<file path="src/rtl/spi_slave_responder.sv">
// spi_slave_responder: SPI slave, oversampled on CLK, answering an AVR SPI master.
// A one-word transmit holding buffer feeds the tx shift register. Received words
// are presented on rx_data with a single-cycle rx_valid strobe.
module spi_slave_responder #(
  parameter int               WIDTH      = 8,
  parameter bit               CPOL       = 1'b0,
  parameter bit               CPHA       = 1'b0,
  parameter logic [WIDTH-1:0] DEFAULT_TX = 8'hFF
) (
  input  logic             CLK,
  input  logic             nRST,
  input  logic             SCK,
  input  logic             nCS,
  input  logic             MOSI,
  output logic             MISO,
  output logic             MISO_OE,
  input  logic [WIDTH-1:0] tx_data,
  input  logic             tx_valid,
  output logic             tx_ready,
  output logic [WIDTH-1:0] rx_data,
  output logic             rx_valid,
  output logic             tx_underrun,
  output logic             busy
);

  localparam int CW = $clog2(WIDTH + 1);

  typedef enum logic {IDLE, ACTIVE} state_t;

  state_t           state, state_nxt;
  logic             sck_p0, sck_p1, sck_p2;
  logic             ncs_p0, ncs_p1, ncs_p2;
  logic             mosi_p0, mosi_p1;
  logic [WIDTH-1:0] hold_data, tx_shift, rx_shift;
  logic             hold_full, reload;
  logic [CW-1:0]    bit_cnt;

  logic lead, trail, sample_edge, shift_edge, ncs_fall, ncs_rise;
  logic run, start, do_sample, word_done, load, do_shift, wr;

  // Pin synchronisers: p0/p1 are the two metastability flops, p2 is the edge-detect register
  always_ff @(posedge CLK or negedge nRST) begin
    if (!nRST) begin
      sck_p0  <= 1'b0;
      sck_p1  <= 1'b0;
      sck_p2  <= 1'b0;
      ncs_p0  <= 1'b0;
      ncs_p1  <= 1'b0;
      ncs_p2  <= 1'b0;
      mosi_p0 <= 1'b0;
      mosi_p1 <= 1'b0;
    end else begin
      sck_p0  <= SCK;
      sck_p1  <= sck_p0;
      sck_p2  <= sck_p1;
      ncs_p0  <= nCS;
      ncs_p1  <= ncs_p0;
      ncs_p2  <= ncs_p1;
      mosi_p0 <= MOSI;
      mosi_p1 <= mosi_p0;
    end
  end

  // ---- edge detection (stage p1 vs p2) ----
  // Synchronisers clear to 0, so after reset a low nCS is never seen as a fall:
  // the master has to raise and lower it again before a frame starts.
  assign lead        = (sck_p2 == CPOL) && (sck_p1 != CPOL);
  assign trail       = (sck_p2 != CPOL) && (sck_p1 == CPOL);
  assign sample_edge = CPHA ? trail : lead;
  assign shift_edge  = CPHA ? lead : trail;
  assign ncs_fall    = ncs_p2 && !ncs_p1;
  assign ncs_rise    = !ncs_p2 && ncs_p1;

  // nCS rise beats any SCK edge in the same cycle
  assign run       = (state == ACTIVE) && !ncs_rise;
  assign start     = (state == IDLE) && ncs_fall;
  assign do_sample = run && sample_edge;
  assign word_done = do_sample && (bit_cnt == CW'(WIDTH - 1));
  assign load      = CPHA ? (run && shift_edge && (bit_cnt == '0))
                          : (start || (run && shift_edge && reload));
  assign do_shift  = run && shift_edge && !load;
  assign wr        = tx_valid && !hold_full;

  // Frame state register
  always_ff @(posedge CLK or negedge nRST) begin
    if (!nRST) state <= IDLE;
    else       state <= state_nxt;
  end

  // Frame opens on synced nCS fall and closes on synced nCS rise
  always_comb begin
    state_nxt = state;
    case (state)
      IDLE:    if (ncs_fall) state_nxt = ACTIVE;
      ACTIVE:  if (ncs_rise) state_nxt = IDLE;
      default: state_nxt = IDLE;
    endcase
  end

  // Holding buffer, shift registers, bit counter and user-side strobes
  always_ff @(posedge CLK or negedge nRST) begin
    if (!nRST) begin
      hold_data   <= '0;
      hold_full   <= 1'b0;
      tx_shift    <= '0;
      rx_shift    <= '0;
      rx_data     <= '0;
      rx_valid    <= 1'b0;
      tx_underrun <= 1'b0;
      bit_cnt     <= '0;
      reload      <= 1'b0;
    end else begin
      // a load always takes the buffer content from before this cycle's write
      if (load && hold_full) hold_full <= 1'b0;
      if (wr) begin
        hold_data <= tx_data;
        hold_full <= 1'b1;
      end

      if ((state == ACTIVE) && ncs_rise) tx_shift <= '0;
      else if (load)                     tx_shift <= hold_full ? hold_data : DEFAULT_TX;
      else if (do_shift)                 tx_shift <= {tx_shift[WIDTH-2:0], 1'b0};

      tx_underrun <= load && !hold_full;
      rx_valid    <= word_done;

      if (do_sample) rx_shift <= {rx_shift[WIDTH-2:0], mosi_p1};
      if (word_done) rx_data  <= {rx_shift[WIDTH-2:0], mosi_p1};

      if (!run)           bit_cnt <= '0;
      else if (word_done) bit_cnt <= '0;
      else if (do_sample) bit_cnt <= bit_cnt + CW'(1);

      // in CPHA=0 the next word is loaded on the shift edge after a completed word
      if (!run)             reload <= 1'b0;
      else if (word_done)   reload <= 1'b1;
      else if (shift_edge)  reload <= 1'b0;
    end
  end

  assign MISO     = tx_shift[WIDTH-1];
  assign MISO_OE  = (state == ACTIVE);
  assign busy     = (state == ACTIVE);
  assign tx_ready = !hold_full;

endmodule

</file>
<file path="config.mk">
export PLATFORM = sky130hd
export DESIGN_NAME = spi_slave_responder
export DESIGN_NICKNAME = d
export VERILOG_FILES = /design/src/rtl/spi_slave_responder.sv
export SDC_FILE = /design/constraint.sdc
export NUM_CORES = 1
export LEC_CHECK = 0
export BUFFER_PORTS_ARGS = -buffer_cell sky130_fd_sc_hd__buf_2
export CORE_ASPECT_RATIO = 0.5
export CORE_MARGIN = 10
export CORE_UTILIZATION = 40
export CTS_CLUSTER_DIAMETER = 80
export DETAILED_ROUTE_END_ITERATION = 6
export SETUP_SLACK_MARGIN = 0.1
export SLEW_MARGIN = 25
export SYNTH_ARGS = -nofsm -noshare
export SYNTH_HDL_FRONTEND = slang
export SYNTH_SLANG_ARGS = --single-unit
</file>
<file path="constraint.sdc">
create_clock -name CLK -period 1.8 [get_ports CLK]
set_input_delay 0.36 -clock CLK [delete_from_list [all_inputs] [get_ports CLK]]
set_output_delay 0.36 -clock CLK [all_outputs]
set_load 0.01 [all_outputs]
</file>
# == After elaboration in Yosys (flattened, before gate mapping) ==
# Cells that the tools add are included.
# totals
regBits,48
out_inout_bits,14
elab_cells,63
in_bits,14
# op_classes
eq_ne,3
n_reduce_logical,23
bitwise,3
mux,15
n_addsub,1
# op_table
operator,n
$mux 8,4
$logic_and 1x1->1,15
$mux 4,3
$mux 1,7
$logic_not 1->1,5
$add 4x1->4 const B,1
$eq 4x3->1 const B,1
$ne 3x1->1 const B,1
$ne 3x2->1 const B,1
$not 1->1,3
$reduce_bool 3->1,1
$pmux 1 s2,1
$reduce_bool 2->1,1
$logic_or 1x1->1,1

# == Logic depth before layout (Yosys ltp) ==
# Gate-level depths: netlist of run 1.
# depth
ltp_word,12
depth_mapped,5
mapped_depth_nobuf,4

# == Worst setup path after synthesis of run 1 ==
# No wires, ideal clock.
# synth_timing
kind,register to register
startpoint,"register state, in the netlist MISO_OE"
endpoint,register tx_shift[2]
required_time_ns,1.662
arrival_time_ns,1.365
path_stages_with_launch,6
setup_time_ns,0.138
synth_period_minus_slack_ns,1.503
setup_slack_ns,0.297
path_buffers,2
cell_sequence,dfrtp_1 buf_6 or3b_1 buf_2 a211oi_1 o32ai_1
# synth_between
elab_chain_len,7
word_cells_on_any_way,12
classes_between,mux (2); bitwise (1); reduce/logical (9)
# synth_rtl
element,line_no,text
from (decl),30,"state_t state, state_nxt;"
from (signal assigned),87,else state <= state_nxt;
$logic_and 1x1->1,75,assign run = (state == ACTIVE) && !ncs_rise;
$logic_and 1x1->1,"80, 81",
$logic_and 1x1->1,80,: (start || (run && shift_edge && reload));
$logic_or 1x1->1,80,
$logic_not 1->1,81,assign do_shift = run && shift_edge && !load;
$logic_and 1x1->1,81,
$reduce_bool 3->1 (no line),-,
to (signal assigned),121,else if (load) tx_shift <= hold_full ? hold_data : DEFAULT_TX;
to (signal assigned),122,"else if (do_shift) tx_shift <= {tx_shift[WIDTH-2:0], 1'b0};"
to (decl),34,"logic [WIDTH-1:0] hold_data, tx_shift, rx_shift;"
# Parallel ways exist; a longest one is shown, timed or not.
# A chain may end at the register's enable or synchronous reset.

# == Worst setup path in the final report of run 1 ==
# layout_timing
startpoint,register ncs_p1
endpoint,register tx_shift[6]
# layout_between
elab_chain_len,9
word_cells_on_any_way,15
classes_between,mux (2); reduce/logical (13)
# layout_rtl
element,line_no,text
from (decl),32,"logic ncs_p0, ncs_p1, ncs_p2;"
from (signal assigned),57,ncs_p1 <= ncs_p0;
$logic_and 1x1->1,72,assign ncs_rise = !ncs_p2 && ncs_p1;
$logic_not 1->1,75,
$logic_and 1x1->1,75,
$logic_and 1x1->1,"80, 81",
$logic_and 1x1->1,80,
$logic_or 1x1->1,80,
$logic_not 1->1,81,
$logic_and 1x1->1,81,
$reduce_bool 3->1 (no line),-,
# Parallel ways exist; a longest one is shown, timed or not.

==> run metrics, run 1 <==
most used flip-flop cell after synthesis sky130_fd_sc_hd__dfrtp_1; cell family with most CP delay simple AND/OR/NAND/NOR gates; Max rail drop VDD 0.412 mV; critical path type reg -> reg; cell-internal power 2.05 mW; critical path peak fanout 7; data arrival time at the worst-slack endpoint 1720 ps; clock slew at reported path FFs 90 ps; number of distinct library cells after synthesis 32; fraction of post-synthesis cell area in the top cell type by area 59.7%; last weighted congestion value of the routability-driven placer 0.709; fraction of power consumed by the clock network 29.1%; final-layout fill cell count 457; number of hold buffers added after cts 0; failing checks hold timing; flip-flop and latch count after synthesis 48; number of warnings reported in the yosys synthesis log 0; Fin Clk Skew 10.1 ps; master of the slowest instance on the critical path sky130_fd_sc_hd__or3b_1; Clk Tree Root Cell sky130_fd_sc_hd__clkbuf_8; maximum clock frequency 0.645 GHz; unrepaired setup endpoints after global routing no; Remaining DRCs 0; sum of negative setup slack 0 ps; via count of the first global-routing pass 1,401; startpoint class of the critical path register; commonest non-fill, non-tap cells in the layout 48 x sky130_fd_sc_hd__dfrtp_1, 27 x sky130_fd_sc_hd__buf_2, 23 x sky130_fd_sc_hd__mux2_2; Max transition margin 69.7%; core area 4890 µm²; Clk Latency, worst-skew pair 300 ps; count of endpoints failing hold in the final timing report 4; row count 18; number of search-and-repair iterations in the first detailed-routing pass 4; leakage power 1.13 nW; data required time at the worst endpoint 1970 ps; number of levels the H-tree was split into 2; wirelength, routed 3890 µm; critical path's largest stage delay 510 ps; sequential cell area in the final layout 1200 µm²; aggregate global routing overflow 0; number of nets with antenna violations after routing 0; Post-Synthesis Mean Instance Area 12.9 µm²; proportion of power drawn by combinational gates 18.5%; ordered list of cells on the worst path or3b_1 -> a211oi_1 -> o32ai_1; sequential cell fraction of total power 52.3%; post-detail-place hpwl 2770 µm; area of the die 8440 µm²; switching power share of the total 26.3%; first-pass GRT wire length 6670 µm; maximum buffer depth of the clock tree 2; number of I/O port buffers 27; Buffers & Inverters on Critical Path 0; clock sink total 48; Worst setup EP type register; CTS tree yes; post-cts gate resize count 0; areal power density over the cells 1160 nW/µm²; fraction of layout instances using a drive strength above 1 39.5%; pin count of the biggest net entering global routing 31; synthesis-to-finish area growth 19.0%; shortest period the worst path allows 1550 ps; total power draw 2.78 mW; actual slew at the worst max-slew pin 454 ps; final setup violating endpoints 0; final worst-path cycle share 86.2%; I/O pin count 28; Syn Inst Count 156; cell area after synthesis 2010 µm²; final net count 204; Die Span Y 70.2 µm; via/cell ratio 5.05; fin util 49.0%; Sw Pwr 732 µW; fin cells 260; fraction of the yosys area taken by sequential cells 59.7%; initial standard-cell utilization of the core 41.2%; detailed router's first-iteration violation count 80; async set or reset register ratio after synthesis 100%; routed length per placed instance 15.0 µm; ANT cells 0; post-synthesis cell type with the largest combined area sky130_fd_sc_hd__dfrtp_1; most common cell after layout, fill and taps aside sky130_fd_sc_hd__dfrtp_1; number of buffers inserted during clock tree synthesis 5; x dimension of the die 120 µm; kind of path behind the tightest hold check in -> async; total track usage 9.56%; post-CTS setup buffers 0; total vias in the final route 1,314; synthesized net count 171; hold slack final -3.88 ps; Final Slew Violations 0; count of placed standard cells including taps 252; number of synthesized flops with an enable pin 0; leading post-synthesis cells by cell area sky130_fd_sc_hd__dfrtp_1 60%, sky130_fd_sc_hd__mux2_2 13%, sky130_fd_sc_hd__a41oi_1 3.5%, sky130_fd_sc_hd__o32ai_1 3.5%, sky130_fd_sc_hd__a211oi_1 2.2%; initial antenna violation count 0; max capacitance violation total 0; area of the multi-input gates 723 µm²; result of the run finished, violations left
[stage by stage]
step           instance area (µm²)  worst slack (ps)
2_1_floorplan                 2010               297
3_3_place_gp                  2260               263
3_5_place_dp                  2260               180
4_1_cts                       2390               188
5_1_grt                       2390               160
6_report                      2390               249
[layout make-up]
class | count | area share, %
Multi-Input combinational cell | 87 | 30.2
Clock inverter | 2 | 1.62
Inverter | 13 | 2.04
Sequential cell | 48 | 50.2
Timing Repair Buffer | 34 | 8.88
Tap cell | 70 | 3.66
Clock buffer | 6 | 3.45
[power groups by stage]
stage	Clock (mW)	Combinational, mW	Sequential (mW)
finish	0.810	0.515	1.45
global route	0.874	0.577	1.49
CTS	0.842	0.525	1.46
detailed placement	0	0.520	1.48
global placement	0	0.503	1.46
floorplan	0	0.385	1.43
[synth_stat cells, drive strengths merged, types with 2 or more instances]
cell,instances
or2,7
a41oi,8
nand2b,3
nand2,5
nor2,3
nand3,2
inv,12
o32ai,8
o21ai,3
buf,7
dfrtp,48
a21oi,4
mux2,23
nor2b,2
a211oi,7
[sequential cells by signal (all words and copies together), names as in the netlist, 4 cells and up]
register / count
bit_cnt: 4
hold_data: 8
rx_data: 8
rx_shift: 7
tx_shift: 8
[final timing paths]
kind                              from            to  slack, ps  cells past startpoint
worst max-delay path            ncs_p1   tx_shift[6]        250                      3
worst min-delay path              nRST        sck_p0         -4                      1
worst max register to register  ncs_p1   tx_shift[6]        250                      3
worst min register to register  sck_p0        sck_p1        360                      0
max in group asynchronous         nRST  hold_data[7]       1280                      2
min in group CLK                  MOSI       mosi_p0        160                      1
[logic make-up (layout without fill, tap and decap cells)]
| kind of cell | count (synthesis) | count (layout) | share of synthesized area, % |
|---|---|---|---|
| compound gates | 32 | 32 | 12.3 |
| xor+xnor | 1 | 1 | 0.435 |
| fa+ha+maj | 1 | 1 | 0.622 |
| buf+inv | 21 | 55 | 4.79 |
| flops | 48 | 48 | 59.7 |
| mux | 23 | 23 | 12.9 |
| simple gates | 30 | 30 | 9.27 |
[layer usage]
layer | vias to the layer above | wire length, µm | global-route usage [%]
li1 | 629 | - | -
met1 | 661 | 1800 | 11.6
met2 | 19 | 1820 | 15.1
met3 | 5 | 218 | 3.85
met4 | 0 | 46 | 3.19
met5 | - | 0 | 0
(Power assumes the default switching activity.)
==> inputs of run 2 (changes only) <==
--- a/config.mk
+++ b/config.mk
@@ -5,12 +5,14 @@
 export SDC_FILE = /design/constraint.sdc
 export NUM_CORES = 1
 export LEC_CHECK = 0
+export ABC_AREA = 1
 export BUFFER_PORTS_ARGS = -buffer_cell sky130_fd_sc_hd__buf_2
 export CORE_ASPECT_RATIO = 0.5
 export CORE_MARGIN = 10
-export CORE_UTILIZATION = 40
+export CORE_UTILIZATION = 50
 export CTS_CLUSTER_DIAMETER = 80
 export DETAILED_ROUTE_END_ITERATION = 6
+export PLACE_DENSITY = 0.71
 export SETUP_SLACK_MARGIN = 0.1
 export SLEW_MARGIN = 25
 export SYNTH_ARGS = -nofsm -noshare
==> run metrics, run 2 <==
Final Slew Violations 0 (unchanged); CTS tree yes; Fin Clk Skew 1.61 ps (-8.44 ps); clock sink total 48 (unchanged); areal power density over the cells 1150 nW/µm² (-1.1%); Clk Tree Root Cell sky130_fd_sc_hd__clkbuf_8; fraction of post-synthesis cell area in the top cell type by area 59.0% (-0.73 points); number of nets with antenna violations after routing 0 (unchanged); aggregate global routing overflow 0 (unchanged); kind of path behind the tightest hold check in -> async; first-pass GRT wire length 6490 µm (-2.8%); wirelength, routed 3580 µm (-8.0%); cell type with the highest occurrence count on the critical path sky130_fd_sc_hd__nand2_1; Syn Inst Count 208 (+33%); I/O pin count 28 (unchanged); critical path's largest stage delay 370 ps (-140 ps); max capacitance violation total 0 (unchanged); number of synthesized flops with an enable pin 0 (unchanged); post-CTS setup buffers 0 (unchanged); via count of the first global-routing pass 1,495 (+6.7%); fraction of layout instances using a drive strength above 1 24.9% (-15 points); number of distinct library cells after synthesis 22 (-31%); core area 3900 µm² (-20%); number of hold buffers added after cts 0 (unchanged); Design Area, Final 2320 µm² (-3.0%); initial standard-cell utilization of the core 52.2% (+11 points); actual slew at the worst max-slew pin 536 ps (+81.9 ps); number of I/O port buffers 27 (unchanged); synthesis-to-finish area growth 14.1%; unrepaired setup endpoints after global routing no; cell area after synthesis 2040 µm² (+1.2%); maximum buffer depth of the clock tree 2 (unchanged); number of levels the H-tree was split into 2 (unchanged); number of warnings reported in the yosys synthesis log 0 (unchanged); total vias in the final route 1,425 (+8.4%); post-detail-place hpwl 2640 µm (-4.9%); last weighted congestion value of the routability-driven placer 0.742 (+4.7%); critical path type reg -> reg; ANT cells 0 (unchanged); most used flip-flop cell after synthesis sky130_fd_sc_hd__dfrtp_1; row count 16 (-2); pin count of the biggest net entering global routing 27 (-13%); final-layout fill cell count 344 (-25%); leading post-synthesis cells by cell area sky130_fd_sc_hd__dfrtp_1 59%, sky130_fd_sc_hd__nand2_1 11%, sky130_fd_sc_hd__inv_1 5.0%, sky130_fd_sc_hd__mux2_2 4.4%, sky130_fd_sc_hd__nand3_1 3.2%; clock slew at reported path FFs 80 ps (about the same); fraction of the yosys area taken by sequential cells 59.0% (-0.73 points); sum of negative setup slack 0 ps (unchanged); async set or reset register ratio after synthesis 100% (unchanged); Remaining DRCs 0 (unchanged); leakage power 1.27 nW (+13%); routed length per placed instance 12.1 µm (-19%); number of search-and-repair iterations in the first detailed-routing pass 4 (unchanged); ordered list of cells on the worst path inv_1 -> nand2_1 -> nor2_8 -> nand2_4 -> inv_1 -> nand2_1 -> nand2_1; shortest period the worst path allows 1420 ps (-132 ps); initial antenna violation count 0 (unchanged); final net count 255 (+25%); leading cell types by count after synthesis 62 x sky130_fd_sc_hd__nand2_1, 48 x sky130_fd_sc_hd__dfrtp_1, 27 x sky130_fd_sc_hd__inv_1; post-synthesis cell type with the largest combined area sky130_fd_sc_hd__dfrtp_1; area of the multi-input gates 701 µm² (-3.1%); data required time at the worst endpoint 2040 ps (+70 ps); data arrival time at the worst-slack endpoint 1660 ps (-60 ps); synthesized net count 223 (+30%); flip-flop and latch count after synthesis 48 (unchanged); post-cts gate resize count 0 (unchanged); Die Span Y 65.1 µm (-7.1%); final worst-path cycle share 78.8% (-7.3 points); number of buffers inserted during clock tree synthesis 5 (unchanged); master of the slowest instance on the critical path sky130_fd_sc_hd__dfrtp_1; sequential cell area in the final layout 1200 µm² (unchanged); startpoint class of the critical path register; maximum clock frequency 0.705 GHz (+9.3%); Clk Latency, worst-skew pair 290 ps (about the same); Post-Place Cell Area 2230 µm² (-1.4%); result of the run finished clean; most common cell after layout, fill and taps aside sky130_fd_sc_hd__nand2_1; Post-Synthesis Mean Instance Area 9.79 µm² (-24%); count of endpoints failing hold in the final timing report 0 (-4); Worst setup EP type register; area of the die 7180 µm² (-15%); final setup violating endpoints 0 (unchanged); most common cell in the synthesized netlist sky130_fd_sc_hd__nand2_1; critical path peak fanout 17 (+10); via/cell ratio 4.83 (-4.4%); total track usage 11.1% (+1.5 points); detailed router's first-iteration violation count 59 (-26%); commonest non-fill, non-tap cells in the layout 62 x sky130_fd_sc_hd__nand2_1, 48 x sky130_fd_sc_hd__dfrtp_1, 27 x sky130_fd_sc_hd__inv_1, 27 x sky130_fd_sc_hd__buf_2, 13 x sky130_fd_sc_hd__nand3_1; Max transition margin 64.3% (-5.5 points); x dimension of the die 110 µm (-8.3%); largest registers hold_data: 8 flops, rx_data: 8 flops, tx_shift: 8 flops; Max rail drop VDD 0.367 mV (-11%)
-- run 2: cell types whose count changed after synthesis, sizes merged, moves of 8 or more --
cell	change
o32ai	-8
nand3	+12
mux2	-15
inv	+17
o21ai	+13
a41oi	-8
nand2	+64
nor2	+11
-- run 2: through the flow --
stage	power, mW	worst slack [ps]	hold slack [ps]	instances	util, %
2_1_floorplan	1.88	593	64.4	208	-
3_3_place_gp	2.02	485	332	287	57.2
3_5_place_dp	2.05	401	336	287	57.2
4_1_cts	2.71	371	47.9	295	59.5
5_1_grt	2.86	210	62.8	295	59.5
6_report	2.67	381	33.1	295	59.5
-- run 2: worst paths after layout --
check | startpoint | endpoint | slack, ps | cells after the start
setup / recovery | sck_p2 | rx_data[0] | 380 | 7
hold / removal | nRST | sck_p0 | 30 | 1
setup reg to reg | sck_p2 | rx_data[0] | 380 | 7
hold reg to reg | mosi_p0 | mosi_p1 | 350 | 0
max in group asynchronous | nRST | hold_data[6] | 1250 | 2
min in group CLK | nCS | ncs_p0 | 160 | 1
-- run 2: where the power goes --
group	switching (mW)	internal [mW]	total, mW
clock network	0.335	0.314	0.649
registers	0.135	1.31	1.44
logic	0.327	0.248	0.575
-- run 2: layer usage --
layer / part of all wire [%] / GRT usage [%] / vias up
li1: - / - / 715
met1: 44 / 12.8 / 684
met2: 50 / 19.1 / 23
met3: 5.1 / 3.60 / 3
met4: 0.84 / 3.82 / 0
met5: 0 / 0 / -
-- run 2: critical path, delay by kind of cell (launching register included) --
family / cells / cell delay, ps
DFF: 1 / 370
buffers and inverters: 2 / 210
and+or+nand+nor: 5 / 780
-- run 2: cell type report --
class,count,share of cell area [%]
flip-flops and latches,48,51.7
multi-input cells,128,30.2
clock buffers,8,3.88
inverters,29,4.68
well taps,54,2.91
repair buffers,28,6.68
-- run 2: cells by family (layout without fill, tap and decap cells) --
| group | Yosys count | after routing | share of synthesized area, % |
|---|---|---|---|
| and+or+nand+nor | 98 | 98 | 22.7 |
| DFF | 48 | 48 | 59.0 |
| buffers and inverters | 32 | 65 | 6.63 |
| AOI/OAI and AO/OA | 20 | 20 | 6.27 |
| muxes | 8 | 8 | 4.42 |
| adders and majority gates | 1 | 1 | 0.614 |
| xor gates and xnor gates | 1 | 1 | 0.430 |
